==> config.mk <==
export PLATFORM = sky130hd
export DESIGN_NAME = regfile_write_arbiter_flat
export DESIGN_NICKNAME = d
export VERILOG_FILES = /design/src/rtl/regfile_write_arbiter_if.sv /design/src/rtl/regfile_write_arbiter.sv /design/src/flat_wrapper.sv
export SDC_FILE = /design/constraint.sdc
export NUM_CORES = 1
export LEC_CHECK = 0
export ABC_AREA = 1
export CAP_MARGIN = 20
export CORE_MARGIN = 2
export CORE_UTILIZATION = 45
export CTS_CLUSTER_DIAMETER = 150
export CTS_CLUSTER_SIZE = 30
export DETAILED_ROUTE_END_ITERATION = 8
export PLACE_DENSITY = 0.76
export SKIP_CTS_REPAIR_TIMING = 1
export SYNTH_ARGS = -nofsm -noshare
export SYNTH_HDL_FRONTEND = slang
export SYNTH_SLANG_ARGS = --single-unit
==> constraint.sdc <==
create_clock -name clk -period 1.45 [get_ports clk]
set_input_delay 0.29 -clock clk [delete_from_list [all_inputs] [get_ports clk]]
set_output_delay 0.29 -clock clk [all_outputs]
set_load 0.1 [all_outputs]
==> src/rtl/regfile_write_arbiter_if.sv <==
// Writeback bus between the two requesters (ALU, MEM) and the write arbiter.
// The arbiter takes the slave side; the requesters and the regfile take master.
interface regfile_write_arbiter_if #(
  parameter int DATA_W = 16
);
  logic              in0_valid;
  logic              in0_ready;
  logic [3:0]        in0_reg;
  logic [DATA_W-1:0] in0_data;
  logic              in1_valid;
  logic              in1_ready;
  logic [3:0]        in1_reg;
  logic [DATA_W-1:0] in1_data;
  logic              wr_en;
  logic [3:0]        wr_reg;
  logic [DATA_W-1:0] wr_data;
  logic [15:0]       pending_mask;

  modport master (
    output in0_valid, in0_reg, in0_data,
    output in1_valid, in1_reg, in1_data,
    input  in0_ready, in1_ready,
    input  wr_en, wr_reg, wr_data, pending_mask
  );

  modport slave (
    input  in0_valid, in0_reg, in0_data,
    input  in1_valid, in1_reg, in1_data,
    output in0_ready, in1_ready,
    output wr_en, wr_reg, wr_data, pending_mask
  );
endinterface

==> src/rtl/regfile_write_arbiter.sv <==
// Two-port writeback arbiter for the single register-file write port.
// One pending slot per port, round-robin grant, oldest-first on same reg.
module regfile_write_arbiter #(
  parameter int DATA_W = 16
) (
  input logic                    clk,
  input logic                    rst,
  regfile_write_arbiter_if.slave bus
);
  logic              v0, v1;
  logic [3:0]        r0, r1;
  logic [DATA_W-1:0] d0, d1;
  logic              last;
  logic              age;
  logic              g0, g1;
  logic              ld0, ld1;
  logic              en_q;
  logic [3:0]        reg_q;
  logic [DATA_W-1:0] data_q;
  logic [15:0]       pm;

  // age=1: slot 1 older; last=1: port 1 granted last
  always_comb begin
    g0 = 1'b0;
    g1 = 1'b0;
    unique case (1'b1)
      (v0 && !v1): g0 = 1'b1;
      (v1 && !v0): g1 = 1'b1;
      (v0 && v1 && r0 == r1): begin
        g0 = !age;
        g1 = age;
      end
      (v0 && v1 && r0 != r1): begin
        g0 = last;
        g1 = !last;
      end
      default: ;
    endcase
  end

  assign bus.in0_ready = !rst && (!v0 || g0);
  assign bus.in1_ready = !rst && (!v1 || g1);

  // Register 0 transfers complete the handshake but never load a slot
  assign ld0 = bus.in0_valid && bus.in0_ready
            && (bus.in0_reg != 4'd0);
  assign ld1 = bus.in1_valid && bus.in1_ready
            && (bus.in1_reg != 4'd0);

  always_ff @(posedge clk) begin
    if (rst) begin
      v0     <= 1'b0;
      v1     <= 1'b0;
      r0     <= '0;
      r1     <= '0;
      d0     <= '0;
      d1     <= '0;
      last   <= 1'b1;
      age    <= 1'b0;
      en_q   <= 1'b0;
      reg_q  <= '0;
      data_q <= '0;
    end else begin
      if (ld0) begin
        v0 <= 1'b1;
        r0 <= bus.in0_reg;
        d0 <= bus.in0_data;
      end else if (g0) begin
        v0 <= 1'b0;
      end
      if (ld1) begin
        v1 <= 1'b1;
        r1 <= bus.in1_reg;
        d1 <= bus.in1_data;
      end else if (g1) begin
        v1 <= 1'b0;
      end
      if (ld0 && ld1) begin
        age <= 1'b0;
      end else if (ld0 && v1 && !g1) begin
        age <= 1'b1;
      end else if (ld1 && v0 && !g0) begin
        age <= 1'b0;
      end
      if (g0 || g1) begin
        last <= g1;
      end
      en_q <= g0 || g1;
      if (g0) begin
        reg_q  <= r0;
        data_q <= d0;
      end else if (g1) begin
        reg_q  <= r1;
        data_q <= d1;
      end
    end
  end

  always_comb begin
    pm = '0;
    if (v0) pm[r0] = 1'b1;
    if (v1) pm[r1] = 1'b1;
    if (en_q) pm[reg_q] = 1'b1;
    pm[0] = 1'b0;
  end

  assign bus.wr_en        = en_q;
  assign bus.wr_reg       = reg_q;
  assign bus.wr_data      = data_q;
  assign bus.pending_mask = pm;
endmodule

==> src/flat_wrapper.sv <==
// flat-port wrapper written by rule: the top's interface ports become plain ports
module regfile_write_arbiter_flat 
#(
  parameter int DATA_W = 16
)
  (clk, rst, bus_in0_valid, bus_in0_reg, bus_in0_data, bus_in1_valid, bus_in1_reg, bus_in1_data, bus_in0_ready, bus_in1_ready, bus_wr_en, bus_wr_reg, bus_wr_data, bus_pending_mask);
  regfile_write_arbiter_if #(.DATA_W(DATA_W)) bus_i ();
  input logic clk;
  input logic rst;
  input wire logic [$bits(bus_i.in0_valid)-1:0] bus_in0_valid;
  input wire logic [$bits(bus_i.in0_reg)-1:0] bus_in0_reg;
  input wire logic [$bits(bus_i.in0_data)-1:0] bus_in0_data;
  input wire logic [$bits(bus_i.in1_valid)-1:0] bus_in1_valid;
  input wire logic [$bits(bus_i.in1_reg)-1:0] bus_in1_reg;
  input wire logic [$bits(bus_i.in1_data)-1:0] bus_in1_data;
  output wire logic [$bits(bus_i.in0_ready)-1:0] bus_in0_ready;
  output wire logic [$bits(bus_i.in1_ready)-1:0] bus_in1_ready;
  output wire logic [$bits(bus_i.wr_en)-1:0] bus_wr_en;
  output wire logic [$bits(bus_i.wr_reg)-1:0] bus_wr_reg;
  output wire logic [$bits(bus_i.wr_data)-1:0] bus_wr_data;
  output wire logic [$bits(bus_i.pending_mask)-1:0] bus_pending_mask;
  assign bus_i.in0_valid = bus_in0_valid;
  assign bus_i.in0_reg = bus_in0_reg;
  assign bus_i.in0_data = bus_in0_data;
  assign bus_i.in1_valid = bus_in1_valid;
  assign bus_i.in1_reg = bus_in1_reg;
  assign bus_i.in1_data = bus_in1_data;
  assign bus_in0_ready = bus_i.in0_ready;
  assign bus_in1_ready = bus_i.in1_ready;
  assign bus_wr_en = bus_i.wr_en;
  assign bus_wr_reg = bus_i.wr_reg;
  assign bus_wr_data = bus_i.wr_data;
  assign bus_pending_mask = bus_i.pending_mask;
  regfile_write_arbiter #(.DATA_W(DATA_W)) u_core (.clk(clk), .rst(rst), .bus(bus_i));
endmodule
==> reports/results.tsv <==
metric	value	unit
htreeDepth	3	
wl_per_cell	18.8	um
cts_made_buffers	9	
io_pins	83	
status	finished, violations left	
leakage	0.00267	uW
io_buffers	81	
via_count	4192	
fmax	481	MHz
p_total	4880	uW
cts.sink_count	65	
ys_seq_area_share	38.2	%
start_util	46.7	%
avgSynthCellArea	6.82	sq um
power-per-cell-area	766	nW/um^2
finalNetCount	682	
slew_headroom	50.1	%
synth_nets	543	
criticalPathCategory	reg2out	
ctsRootBufferMaster	clkbuf_8	
layout_common_cells	85 x nor2_1, 69 x nand2_1, 51 x dfxtp_1	
grt.overflow.total	0	
cp_max_fo	4	
hold_class	in2reg	
final_common_cell	nor2_1	
setup_ws	-0.629	ns
wirelength	14.0	mm
ys_warn_count	0	
die_area	8270	sq um
area_delta_synth_final	87.2	%
insertion_delay	0.36	ns
synth_area	3400	sq um
syn_inst	499	
row_count	31	
setup_violations	81	
n_fill_cell	342	
ant_nets	0	
violations	negative setup slack	
slew_viol_final	0	
fp.dieH	91.0	um
grt_max_degree	33	
end_kind	primary output	
core	7290	sq um
dp.final_hpwl	7.73	mm
critPathArrivalTime	1.79	ns
drive_gt1_share	46.0	%
fin_crit_sh	143	%
grt_usage	25.7	%
cp-start-kind	flip-flop	
grt_pass1_vias	3761	
finalCriticalPeriod	2.08	ns
netlist-cell-type-count	30	
clkTransAtPathRegs	0.07	ns
drcViolationCount	0	
cts_buffer_depth	2	
fp.dieW	91.0	um
diodes	0	
first_pass_iters	5	
worstPathRequired	1.16	ns
fin_tns_setup	-34.75	ns
hold_viol	0	
rsz0062_at_grt	true	
cts_tree	yes	
final_cells	741	
dr.first_iter.drc_count	268	
max-cap-violations	0	
ir_worst_vdd	0.000898	V
antenna_found_initial	0	
skew	0.0136	ns
synth_seq_cells	65	
place_ws	-0.315	ns
tightest_slew	0.742	ns
gp_congestion	0.915	
grt_pass1_wl	17.2	mm
dp_cells	704	
whs	0.232	ns
routed_via_density	5.66	
==> routing by layer <==
layer	vias to the layer above	routed length [um]	share of wire [%]	track usage, %
li1	1877	-	-	-
met1	1986	5070	36	29.7
met2	249	7250	52	45.4
met3	80	907	6.5	5.15
met4	0	731	5.2	11.9
met5	-	0	0	0
==> through the flow <==
step	instance area, sq um	util (%)
final	6370	87.3
after global routing	6370	87.3
after CTS	5360	73.4
after detailed placement	5180	71.0
after global placement	5180	71.0
after floorplan	3620	-
==> report_power, final <==
| group | total (uW) | switching [uW] | internal [uW] |
|---|---|---|---|
| combinational | 1430 | 818 | 610 |
| sequential | 1980 | 106 | 1880 |
| clock | 1460 | 759 | 706 |
| total | 4880 | 1680 | 3190 |
==> final timing paths <==
| kind | from | end | slack (ns) | cells after the start |
|---|---|---|---|---|
| setup / recovery | u_core.r1[1]$_SDFFE_PP0N_ | bus_in1_ready | -0.63 | 10 |
| hold / removal | rst | u_core.r0[0]$_SDFFE_PP0P_ | 0.23 | 2 |
| setup reg to reg | u_core.r1[1]$_SDFFE_PP0N_ | u_core.d1[8]$_SDFFE_PP0N_ | -0.59 | 14 |
| hold reg to reg | u_core.d0[3]$_SDFFE_PP0P_ | u_core.d0[3]$_SDFFE_PP0P_ | 0.49 | 2 |
==> Yosys cell counts (all sizes together) <==
cell type / n / area (sq um)
clkbuf: 11 / 42.5
inv: 57 / 214
nor2: 113 / 444
o21bai: 37 / 349
a32oi: 1 / 8.76
o211ai: 7 / 52.6
nor3: 4 / 20.0
o311ai: 2 / 17.5
buf: 14 / 97.6
dfxtp: 65 / 1300
o21ai: 16 / 80.1
a21oi: 15 / 75.1
nand3: 52 / 280
clkinv: 2 / 8.75
nand2: 96 / 368
o31ai: 1 / 7.51
conb: 1 / 3.75
nor4: 1 / 6.26
nand4: 4 / 25.0
==> kinds of logic (layout without fill, tap and decap cells) <==
kind of cell,Yosys count,after routing,synth area share [%]
AND/OR/NAND/NOR,270,270,33.6
buffers and inverters,84,227,10.7
AO/OA/AOI/OAI,79,79,17.4
flip-flops,65,65,38.2
other,1,1,0.110
==> final cells by class <==
class / instances / area [sq um] / share of cell area (%)
flip-flops and latches: 65 / 1350 / 21.2
clock inverters: 4 / 27.5 / 0.432
repair inverters: 1 / 8.76 / 0.138
inverters: 59 / 246 / 3.87
clock buffers: 11 / 151 / 2.38
multi-input cells: 350 / 2510 / 39.4
well taps: 99 / 124 / 1.95
repair buffers: 152 / 1950 / 30.6
==> critical path, stage by stage (launching register included) <==
cell and delay [ns]:
dfxtp_4 0.38, inv_2 0.05, nand2_2 0.07, nand2_2 0.08, nor2_4 0.16, nand2_4 0.08
buf_4 0.15, nand3_4 0.08, nand2_4 0.07, nor2_4 0.12, buf_12 0.18
Power figures use the tool's default switching activity.
